## src/rtl/lsu.sv

```systemverilog
// ---------------------------------------------------------------------------
// lsu -- RV32I load/store unit
//
// Accepts one memory operation at a time from the execute stage. It checks
// that the access is aligned and legal, and formats store data and byte
// enables for a word-aligned data port. It then runs the transfer on a
// req/gnt/rvalid bus and returns extended load data to writeback.
// Illegal or misaligned accesses never reach memory. They complete with
// resp_err one cycle after acceptance.
//
// Optional feature macro: LSU_RVALID_BYPASS_EN
//   Defined   : the load response (resp_valid/resp_we/resp_rdata) is driven
//               combinationally in the cycle mem_rvalid arrives, and the FSM
//               returns to IDLE directly from WAIT.
//   Undefined : the load response is registered one cycle after mem_rvalid.
//
// Ports
//   clk, rst_n          clock (rising edge), async active-low reset
//   req_*               operation from execute; req_ready high only in IDLE
//   flush               pipeline kill, abandons the in-flight operation
//   mem_req/gnt/we/addr/be/wdata/rvalid/rdata
//                       data-memory bus; mem_req held until mem_gnt
//   resp_valid/we/rd/rdata/err
//                       one-cycle completion towards writeback
//   busy                FSM not in IDLE
// ---------------------------------------------------------------------------
module lsu #(
  parameter int DATA_WIDTH     = 32,
  parameter int ADDR_WIDTH     = 32,
  parameter int REG_ADDR_WIDTH = 5
) (
  input  logic                      clk,
  input  logic                      rst_n,
  input  logic                      req_valid,
  output logic                      req_ready,
  input  logic                      req_is_store,
  input  logic [2:0]                req_funct3,
  input  logic [ADDR_WIDTH-1:0]     req_addr,
  input  logic [DATA_WIDTH-1:0]     req_wdata,
  input  logic [REG_ADDR_WIDTH-1:0] req_rd,
  input  logic                      flush,
  output logic                      mem_req,
  input  logic                      mem_gnt,
  output logic                      mem_we,
  output logic [ADDR_WIDTH-1:0]     mem_addr,
  output logic [3:0]                mem_be,
  output logic [DATA_WIDTH-1:0]     mem_wdata,
  input  logic                      mem_rvalid,
  input  logic [DATA_WIDTH-1:0]     mem_rdata,
  output logic                      resp_valid,
  output logic                      resp_we,
  output logic [REG_ADDR_WIDTH-1:0] resp_rd,
  output logic [DATA_WIDTH-1:0]     resp_rdata,
  output logic                      resp_err,
  output logic                      busy
);

`ifdef LSU_RVALID_BYPASS_EN
  localparam bit BYPASS = 1'b1;
`else
  localparam bit BYPASS = 1'b0;
`endif

  typedef enum logic [2:0] {
    S_IDLE  = 3'd0,
    S_REQ   = 3'd1,
    S_WAIT  = 3'd2,
    S_DRAIN = 3'd3,
    S_RESP  = 3'd4,
    S_ERR   = 3'd5
  } state_e;

  // Size/alignment legality. Unsigned variants exist only for loads.
  function automatic logic legal_f(input logic st, input logic [2:0] f3,
                                   input logic [1:0] off);
    logic ok;
    ok = 1'b0;
    case (f3)
      3'b000:  ok = 1'b1;
      3'b001:  ok = ~off[0];
      3'b010:  ok = (off == 2'b00);
      3'b100:  ok = ~st;
      3'b101:  ok = ~st & ~off[0];
      default: ok = 1'b0;
    endcase
    return ok;
  endfunction

  // Byte enables: stores select their lanes, loads always read the full word.
  function automatic logic [3:0] be_f(input logic st, input logic [2:0] f3,
                                      input logic [1:0] off);
    logic [3:0] be;
    be = 4'b1111;
    if (st) begin
      case (f3[1:0])
        2'b00:   be = 4'b0001 << off;
        2'b01:   be = 4'b0011 << off;
        default: be = 4'b1111;
      endcase
    end else begin
      be = 4'b1111;
    end
    return be;
  endfunction

  // Replicate the store datum across lanes so memory can pick it up from
  // whichever lane the byte enables select.
  function automatic logic [DATA_WIDTH-1:0] wdata_f(input logic st,
                                                    input logic [2:0] f3,
                                                    input logic [DATA_WIDTH-1:0] wd);
    logic [DATA_WIDTH-1:0] d;
    d = '0;
    if (st) begin
      case (f3[1:0])
        2'b00:   d = {4{wd[7:0]}};
        2'b01:   d = {2{wd[15:0]}};
        default: d = wd;
      endcase
    end else begin
      d = '0;
    end
    return d;
  endfunction

  // Shift the addressed lane down to bit 0, then sign- or zero-extend.
  function automatic logic [DATA_WIDTH-1:0] extract_f(input logic [2:0] f3,
                                                      input logic [1:0] off,
                                                      input logic [DATA_WIDTH-1:0] rd);
    logic [DATA_WIDTH-1:0] sh;
    logic [DATA_WIDTH-1:0] d;
    sh = rd >> {off, 3'b000};
    case (f3)
      3'b000:  d = {{24{sh[7]}}, sh[7:0]};
      3'b001:  d = {{16{sh[15]}}, sh[15:0]};
      3'b010:  d = sh;
      3'b100:  d = {24'h000000, sh[7:0]};
      3'b101:  d = {16'h0000, sh[15:0]};
      default: d = '0;
    endcase
    return d;
  endfunction

  state_e                      state_q, state_d;
  logic [1:0]                  off_q;
  logic [2:0]                  funct3_q;
  logic                        is_store_q;
  logic [REG_ADDR_WIDTH-1:0]   rd_q;
  logic [ADDR_WIDTH-1:0]       addr_q;
  logic                        we_q;
  logic [3:0]                  be_q;
  logic [DATA_WIDTH-1:0]       wdata_q;
  logic                        req_ready_q, busy_q, mem_req_q;
  logic                        resp_valid_q, resp_we_q, resp_err_q;
  logic [DATA_WIDTH-1:0]       resp_rdata_q;

  logic                        take_rvalid_s;
  logic                        bypass_s;
  logic [DATA_WIDTH-1:0]       ext_s;

  // Read data is consumed only in WAIT and only if the op is not being killed.
  assign take_rvalid_s = (state_q == S_WAIT) && mem_rvalid && !flush;
  assign bypass_s      = BYPASS && take_rvalid_s;
  assign ext_s         = extract_f(funct3_q, off_q, mem_rdata);

  // Next-state logic.
  always_comb begin
    state_d = state_q;
    case (state_q)
      S_IDLE: begin
        if (req_valid) begin
          state_d = legal_f(req_is_store, req_funct3, req_addr[1:0]) ? S_REQ : S_ERR;
        end else begin
          state_d = S_IDLE;
        end
      end
      S_REQ: begin
        if (mem_gnt) begin
          // A granted store has already written memory; flush only drops the response.
          if (is_store_q) state_d = flush ? S_IDLE : S_RESP;
          else            state_d = flush ? S_DRAIN : S_WAIT;
        end else if (flush) begin
          state_d = S_IDLE;
        end else begin
          state_d = S_REQ;
        end
      end
      S_WAIT: begin
        // Flush with rvalid in the same cycle: data is gone, nothing left to drain.
        if (mem_rvalid) begin
          state_d = (flush || BYPASS) ? S_IDLE : S_RESP;
        end else if (flush) begin
          state_d = S_DRAIN;
        end else begin
          state_d = S_WAIT;
        end
      end
      S_DRAIN: begin
        if (mem_rvalid) state_d = S_IDLE;
        else            state_d = S_DRAIN;
      end
      S_RESP:  state_d = S_IDLE;
      S_ERR:   state_d = S_IDLE;
      default: state_d = S_IDLE;
    endcase
  end

  // State, latched request fields, and registered outputs.
  always_ff @(posedge clk or negedge rst_n) begin
    if (!rst_n) begin
      state_q      <= S_IDLE;
      off_q        <= 2'b00;
      funct3_q     <= 3'b000;
      is_store_q   <= 1'b0;
      rd_q         <= '0;
      addr_q       <= '0;
      we_q         <= 1'b0;
      be_q         <= 4'b0000;
      wdata_q      <= '0;
      req_ready_q  <= 1'b1;
      busy_q       <= 1'b0;
      mem_req_q    <= 1'b0;
      resp_valid_q <= 1'b0;
      resp_we_q    <= 1'b0;
      resp_err_q   <= 1'b0;
      resp_rdata_q <= '0;
    end else begin
      state_q <= state_d;
      if (state_q == S_IDLE && req_valid) begin
        off_q      <= req_addr[1:0];
        funct3_q   <= req_funct3;
        is_store_q <= req_is_store;
        rd_q       <= req_rd;
        addr_q     <= {req_addr[ADDR_WIDTH-1:2], 2'b00};
        we_q       <= req_is_store;
        be_q       <= be_f(req_is_store, req_funct3, req_addr[1:0]);
        wdata_q    <= wdata_f(req_is_store, req_funct3, req_wdata);
      end
      req_ready_q  <= (state_d == S_IDLE);
      busy_q       <= (state_d != S_IDLE);
      mem_req_q    <= (state_d == S_REQ);
      resp_valid_q <= (state_d == S_RESP) || (state_d == S_ERR);
      resp_err_q   <= (state_d == S_ERR);
      resp_we_q    <= (state_d == S_RESP) && !is_store_q && (rd_q != '0);
      resp_rdata_q <= ((state_d == S_RESP) && take_rvalid_s) ? ext_s : '0;
    end
  end

  assign req_ready  = req_ready_q;
  assign busy       = busy_q;
  assign mem_req    = mem_req_q;
  assign mem_we     = we_q;
  assign mem_addr   = addr_q;
  assign mem_be     = be_q;
  assign mem_wdata  = wdata_q;
  assign resp_rd    = rd_q;
  assign resp_err   = resp_err_q;
  assign resp_valid = resp_valid_q | bypass_s;
  assign resp_we    = resp_we_q | (bypass_s && (rd_q != '0));
  assign resp_rdata = bypass_s ? ext_s : resp_rdata_q;

endmodule

```

## config.mk

```make
export PLATFORM = sky130hd
export DESIGN_NAME = lsu
export DESIGN_NICKNAME = d
export VERILOG_FILES = /design/src/rtl/lsu.sv
export SDC_FILE = /design/constraint.sdc
export NUM_CORES = 1
export LEC_CHECK = 0
export ABC_AREA = 1
export CORE_MARGIN = 2
export CORE_UTILIZATION = 47
export CTS_CLUSTER_DIAMETER = 80
export CTS_CLUSTER_SIZE = 20
export DETAILED_ROUTE_END_ITERATION = 7
export GPL_TIMING_DRIVEN = 1
export PLACE_DENSITY = 0.86
export SLEW_MARGIN = 40
export SYNTH_ARGS = -nofsm -noshare
export SYNTH_HDL_FRONTEND = slang
export SYNTH_SLANG_ARGS = --single-unit
```

## constraint.sdc

```tcl
create_clock -name clk -period 1.99 [get_ports clk]
set_input_delay 0.398 -clock clk [delete_from_list [all_inputs] [get_ports clk]]
set_output_delay 0.398 -clock clk [all_outputs]
set_load 0.005 [all_outputs]
```

## After elaboration in Yosys (flattened, before gate mapping)

Cells that the tools add are included.

| word-level totals | value |
|---|---|
| bits in writable memories | 0 |
| output and inout port bits | 112 |
| register bits after elaboration | 118 |
| memories | 0 |
| memory bits (read-only) | 0 |
| input bits | 111 |
| logic and storage cells | 72 |
| bits in latches | 0 |

| operators by class | value |
|---|---|
| reductions and logical operators | 17 |
| multiply operators | 0 |
| bitwise operators | 3 |
| $add $sub $neg | 0 |
| $lt $le $gt $ge | 0 |
| shift operators | 3 |
| divide/modulo/power cells | 0 |
| equality and inequality tests | 15 |
| multiplexer cells | 19 |

Operators with widths:

| kind | number |
|---|---|
| 32-bit case mux with 5 select lines | 1 |
| 32-bit 2-to-1 mux | 2 |
| 32-bit case mux with 2 select lines | 1 |
| 32-bit by 5-bit right shift with 32-bit output | 1 |
| 3-bit equality test (second input constant) | 6 |
| 3-bit 2-to-1 mux | 6 |
| 3-bit by 1-bit equality test with 1-bit output (second input constant) | 4 |
| 3-bit by 2-bit equality test with 1-bit output (second input constant) | 4 |
| 3-bit logical NOT | 4 |
| 3-bit case mux with 4 select lines | 1 |
| 4-bit case mux with 2 select lines | 1 |
| 1-bit logical AND | 6 |
| 1-bit case mux with 5 select lines | 1 |
| 5-bit nonzero test | 1 |
| 2-bit logical NOT | 2 |
| 1-bit 2-to-1 mux | 4 |
| 4-bit 2-to-1 mux | 1 |
| 1-bit by 2-bit << shifter with 4-bit output (first input constant) | 1 |
| 2-bit by 2-bit << shifter with 4-bit output (first input constant) | 1 |
| 3-bit nonzero test | 1 |
| 2-bit by 1-bit equality test with 1-bit output (second input constant) | 1 |
| 1-bit logical NOT | 2 |
| 2-bit 2-to-1 mux | 1 |
| 1-bit NOT | 2 |
| other kinds (2) | 2 |

## Depth between registers and ports, before layout

| logic depth | value |
|---|---|
| word-level depth | 11 |
| mapped depth | 9 |
| mapped depth without buffers | 8 |

## Least setup slack after synthesis

No wires, ideal clock.

| timing | value |
|---|---|
| path kind | register -> register |
| from | register state_q[2] |
| to | register rd_q[4], in the netlist resp_rd[4] |
| setup slack | 0.740 ns |
| buffers on the path | 2 |
| data arrival time | 1.133 ns |
| required time | 1.873 ns |
| setup time | 0.117 ns |
| cell stages (with the launch flop) | 9 |
| clock period less this slack | 1.250 ns |
| cells stage by stage | dfrtp_1 -> inv_2 -> nand2_2 -> nor2_8 -> inv_2 -> buf_4 -> buf_6 -> nand2_1 -> nand2_1 |

| on the way | value |
|---|---|
| word-level cells in the longest chain between the ends | 2 |

RTL lines:

| what | line | source |
|---|---|---|
| start: declaration | 143 | `state_e state_q, state_d;` |
| start signal: assignment | 227 | `state_q <= state_d;` |
| 3-bit logical NOT | 228 | `if (state_q == S_IDLE && req_valid) begin` |
| 1-bit logical AND | 228 |  |
| end signal: assignment | 232 | `rd_q <= req_rd;` |
| end: declaration | 147 | `logic [REG_ADDR_WIDTH-1:0] rd_q;` |

Every way passes these cells.
A chain may end at the register's enable or synchronous reset.

## Worst setup path in the final report

| timing | value |
|---|---|
| from | register req_ready_q, in the netlist req_ready |
| to | output port req_ready |

RTL lines:

| what | line | source |
|---|---|---|
| start: declaration | 152 | `logic req_ready_q, busy_q, mem_req_q;` |
| start signal: assignment | 238 | `req_ready_q <= (state_d == S_IDLE);` |
| end: declaration | 35 | `output logic req_ready,` |

No word-level cell between the ends.

==> impl_metrics.json <==
{
  "finalSetupViolCount": 0,
  "status": "finished with violations",
  "ys_ff_latch": 118,
  "p_sw_share_pct": 35.46,
  "place_area_mm2": 0.007911,
  "cts_root_buffer": "clkbuf_16",
  "place.port_buffers": 220,
  "cp_max_fo": 1,
  "intPower_mw": 7.698,
  "ys_types": 33,
  "drtAntennaViolNets": 0,
  "clk_pin_slew_worst_paths_ns": 0.06,
  "final_cell_count_no_fill": 1060,
  "grt_usage_pct": 25.79,
  "floorplan.die.height_um": 113.1,
  "wire_per_inst_um": 15.25,
  "p_total_mw": 11.93,
  "cts_setup_buffers": 0,
  "synth_top_cell_by_area": "dfrtp_1",
  "final_area_mm2": 0.008527,
  "p_per_area_mw_per_mm2": 1399,
  "core-area_mm2": 0.01152,
  "dr.pass1.iters": 8,
  "h-tree-depth": 4,
  "layout_min_cycle_time_ns": 1.823,
  "grt_pass1_wl_um": 26020,
  "hpwlAfterDp_um": 11550,
  "hold_class": "input pin to async pin",
  "yosys-top-cells-area": "dfrtp_1 52%, nand2_1 19%, nor2_1 3.4%",
  "p_clk_share_pct": 26.5,
  "die_area_mm2": 0.01279,
  "antenna_found_initial": 0,
  "critPathArrivalTime_ns": 1.42,
  "cts_sinks": 118,
  "tightestPinTransition_ns": 0.6233,
  "die_w_um": 113.1,
  "ys_seq_area_share_pct": 52.83,
  "post_cts_resized": 0,
  "dp_cells": 1029,
  "worstSetupPathType": "flop to output port",
  "cts_tree": "yes",
  "combPwrFrac_pct": 41.8,
  "critPathMaxStageDelay_ns": 0.51,
  "finalSetupTns_ns": 0,
  "insertion_delay_ns": 0.41,
  "fmax_mhz": 548.7,
  "holdWs_ns": 0.08283,
  "ir_drop_mv": 0.7286,
  "failed_checks": "design-rule violations",
  "place_ws_ns": 0.1331,
  "crit_path_top_delay_cell": "dfstp_2",
  "area.growth.synth_to_final_pct": 52.49,
  "final_nets": 1016,
  "syn_inst": 684,
  "fin_ws_ns": 0.1675,
  "io_pins": 223,
  "num_antenna_cells": 0,
  "syn_area_mm2": 0.005592,
  "path_cells": "clkdlybuf4s50_1",
  "yosysWarnings": 0,
  "grt_max_degree": 119,
  "end_kind": "output port",
  "period_share_pct": 91.59,
  "cts_hold_repair.buffers": 0,
  "drc": 14,
  "crit_buf_inv": 1,
  "viasPerCell": 5.026,
  "pwr-share-seq_pct": 31.7,
  "cellLeakagePower_nw": 4.121,
  "slew_headroom_pct": 58.45,
  "fin_skew_ns": 0.005582,
  "routed_wl_um": 16160,
  "syn_area_per_cell_um2": 8.175,
  "cts_buffers": 17,
  "vias": 5328,
  "synth_top_area_share_pct": 52.36,
  "fin_util_pct": 74.04,
  "hold_viol": 0,
  "rsz0062_at_grt": "no",
  "clock_tree.buffer_depth": 2,
  "maxCapViolations": 0,
  "drv_slew": 0,
  "power.switching_mw": 4.230,
  "grt_pass1_vias": 5213,
  "cp.required_ns": 1.59,
  "start_util_pct": 48.55,
  "num_rows": 39,
  "grt_overflow_total": 0,
  "cp-start-kind": "flop",
  "critical-path-top-delay-family": "flip-flops",
  "layout-drive-gt1-share_pct": 10.47,
  "initialDrtViolationCount": 432,
  "gp_congestion": 0.9344
}
==> cell families after synthesis <==
group | count (synthesis) | share of synthesized area (%)
buffers and inverters | 82 | 7.563
DFF | 118 | 52.83
AOI/OAI and AO/OA | 77 | 8.548
other | 1 | 0.06706
and+or+nand+nor | 406 | 30.99
==> final timing paths <==
path                              from             end  slack (ns)  cells after the start
setup / recovery             req_ready       req_ready        0.17                      1
hold / removal                   rst_n   resp_rdata[2]        0.08                      2
setup reg to reg              off_q[0]  resp_rdata[26]        0.48                      8
hold reg to reg            mem_addr[9]     mem_addr[9]        0.47                      2
max in group asynchronous        rst_n      resp_rd[1]        1.44                      2
min in group clk           mem_addr[9]     mem_addr[9]        0.47                      2
==> cell usage in the layout, fill, tap and decap left out, types with 2 or more instances in the layout <==
cell,count
clkinv_2,2
a21oi_1,20
a22oi_1,8
nor2_1,51
dfrtp_1,117
buf_4,15
clkdlybuf4s50_1,219
inv_4,2
buf_12,4
inv_1,38
clkbuf_16,17
nor2_4,3
clkbuf_8,3
nand2_1,279
nor2_2,21
nand3_2,3
o21ai_1,9
o21ai_0,15
nand3_1,36
nor3_1,2
nand2_4,2
conb_1,2
inv_2,3
clkinvlp_4,6
nand2_2,4
o211ai_1,23
bufinv_16,3
==> synth_stat cells, drive strengths merged <==
cell / count
or2: 1
o211ai: 23
dfstp: 1
inv: 43
nor2: 76
clkbuf: 5
o21ai: 25
a22oi: 8
buf: 32
nor3: 3
dfrtp: 117
nand3: 40
clkinv: 2
nor3b: 1
nand2: 285
conb: 1
a21oi: 21
==> per-layer routing <==
layer  up-vias  routed length [um]  track usage, %
met5         -                   0               0
met4         0                 396           9.837
met3        35                1401           6.909
met2       253                7537           40.28
met1      2448                6824           34.65
li1       2592                   -               -
==> layout make-up <==
cell class	count	area, um^2
fill	857	2989
sequential	118	2954
timing repair buffer	238	2385
multi-input combinational	485	2218
clock buffer	20	466.7
tap	143	178.9
inverter	45	175.2
clock inverter	11	148.9
==> sequential cells by signal (all words and copies together) (netlist names) <==
name	count
state_q	3
funct3_q	3
busy	1
resp_rd	5
req_ready	1
mem_wdata	32
resp_err	1
mem_addr	30
resp_rdata	32
off_q	2
resp_we	1
mem_req	1
mem_be	4
resp_valid	1
mem_we	1
==> power by group through the flow <==
| stage | combinational [mW] | clock, mW | sequential (mW) |
|---|---|---|---|
| floorplan | 2.63 | 0 | 3.74 |
| global placement | 4.87 | 0 | 3.76 |
| detailed placement | 4.97 | 0 | 3.77 |
| CTS | 5.01 | 3.20 | 3.77 |
| global route | 5.53 | 3.32 | 3.86 |
| finish | 4.99 | 3.16 | 3.78 |
No activity file was read; power rests on OpenSTA's default activity.
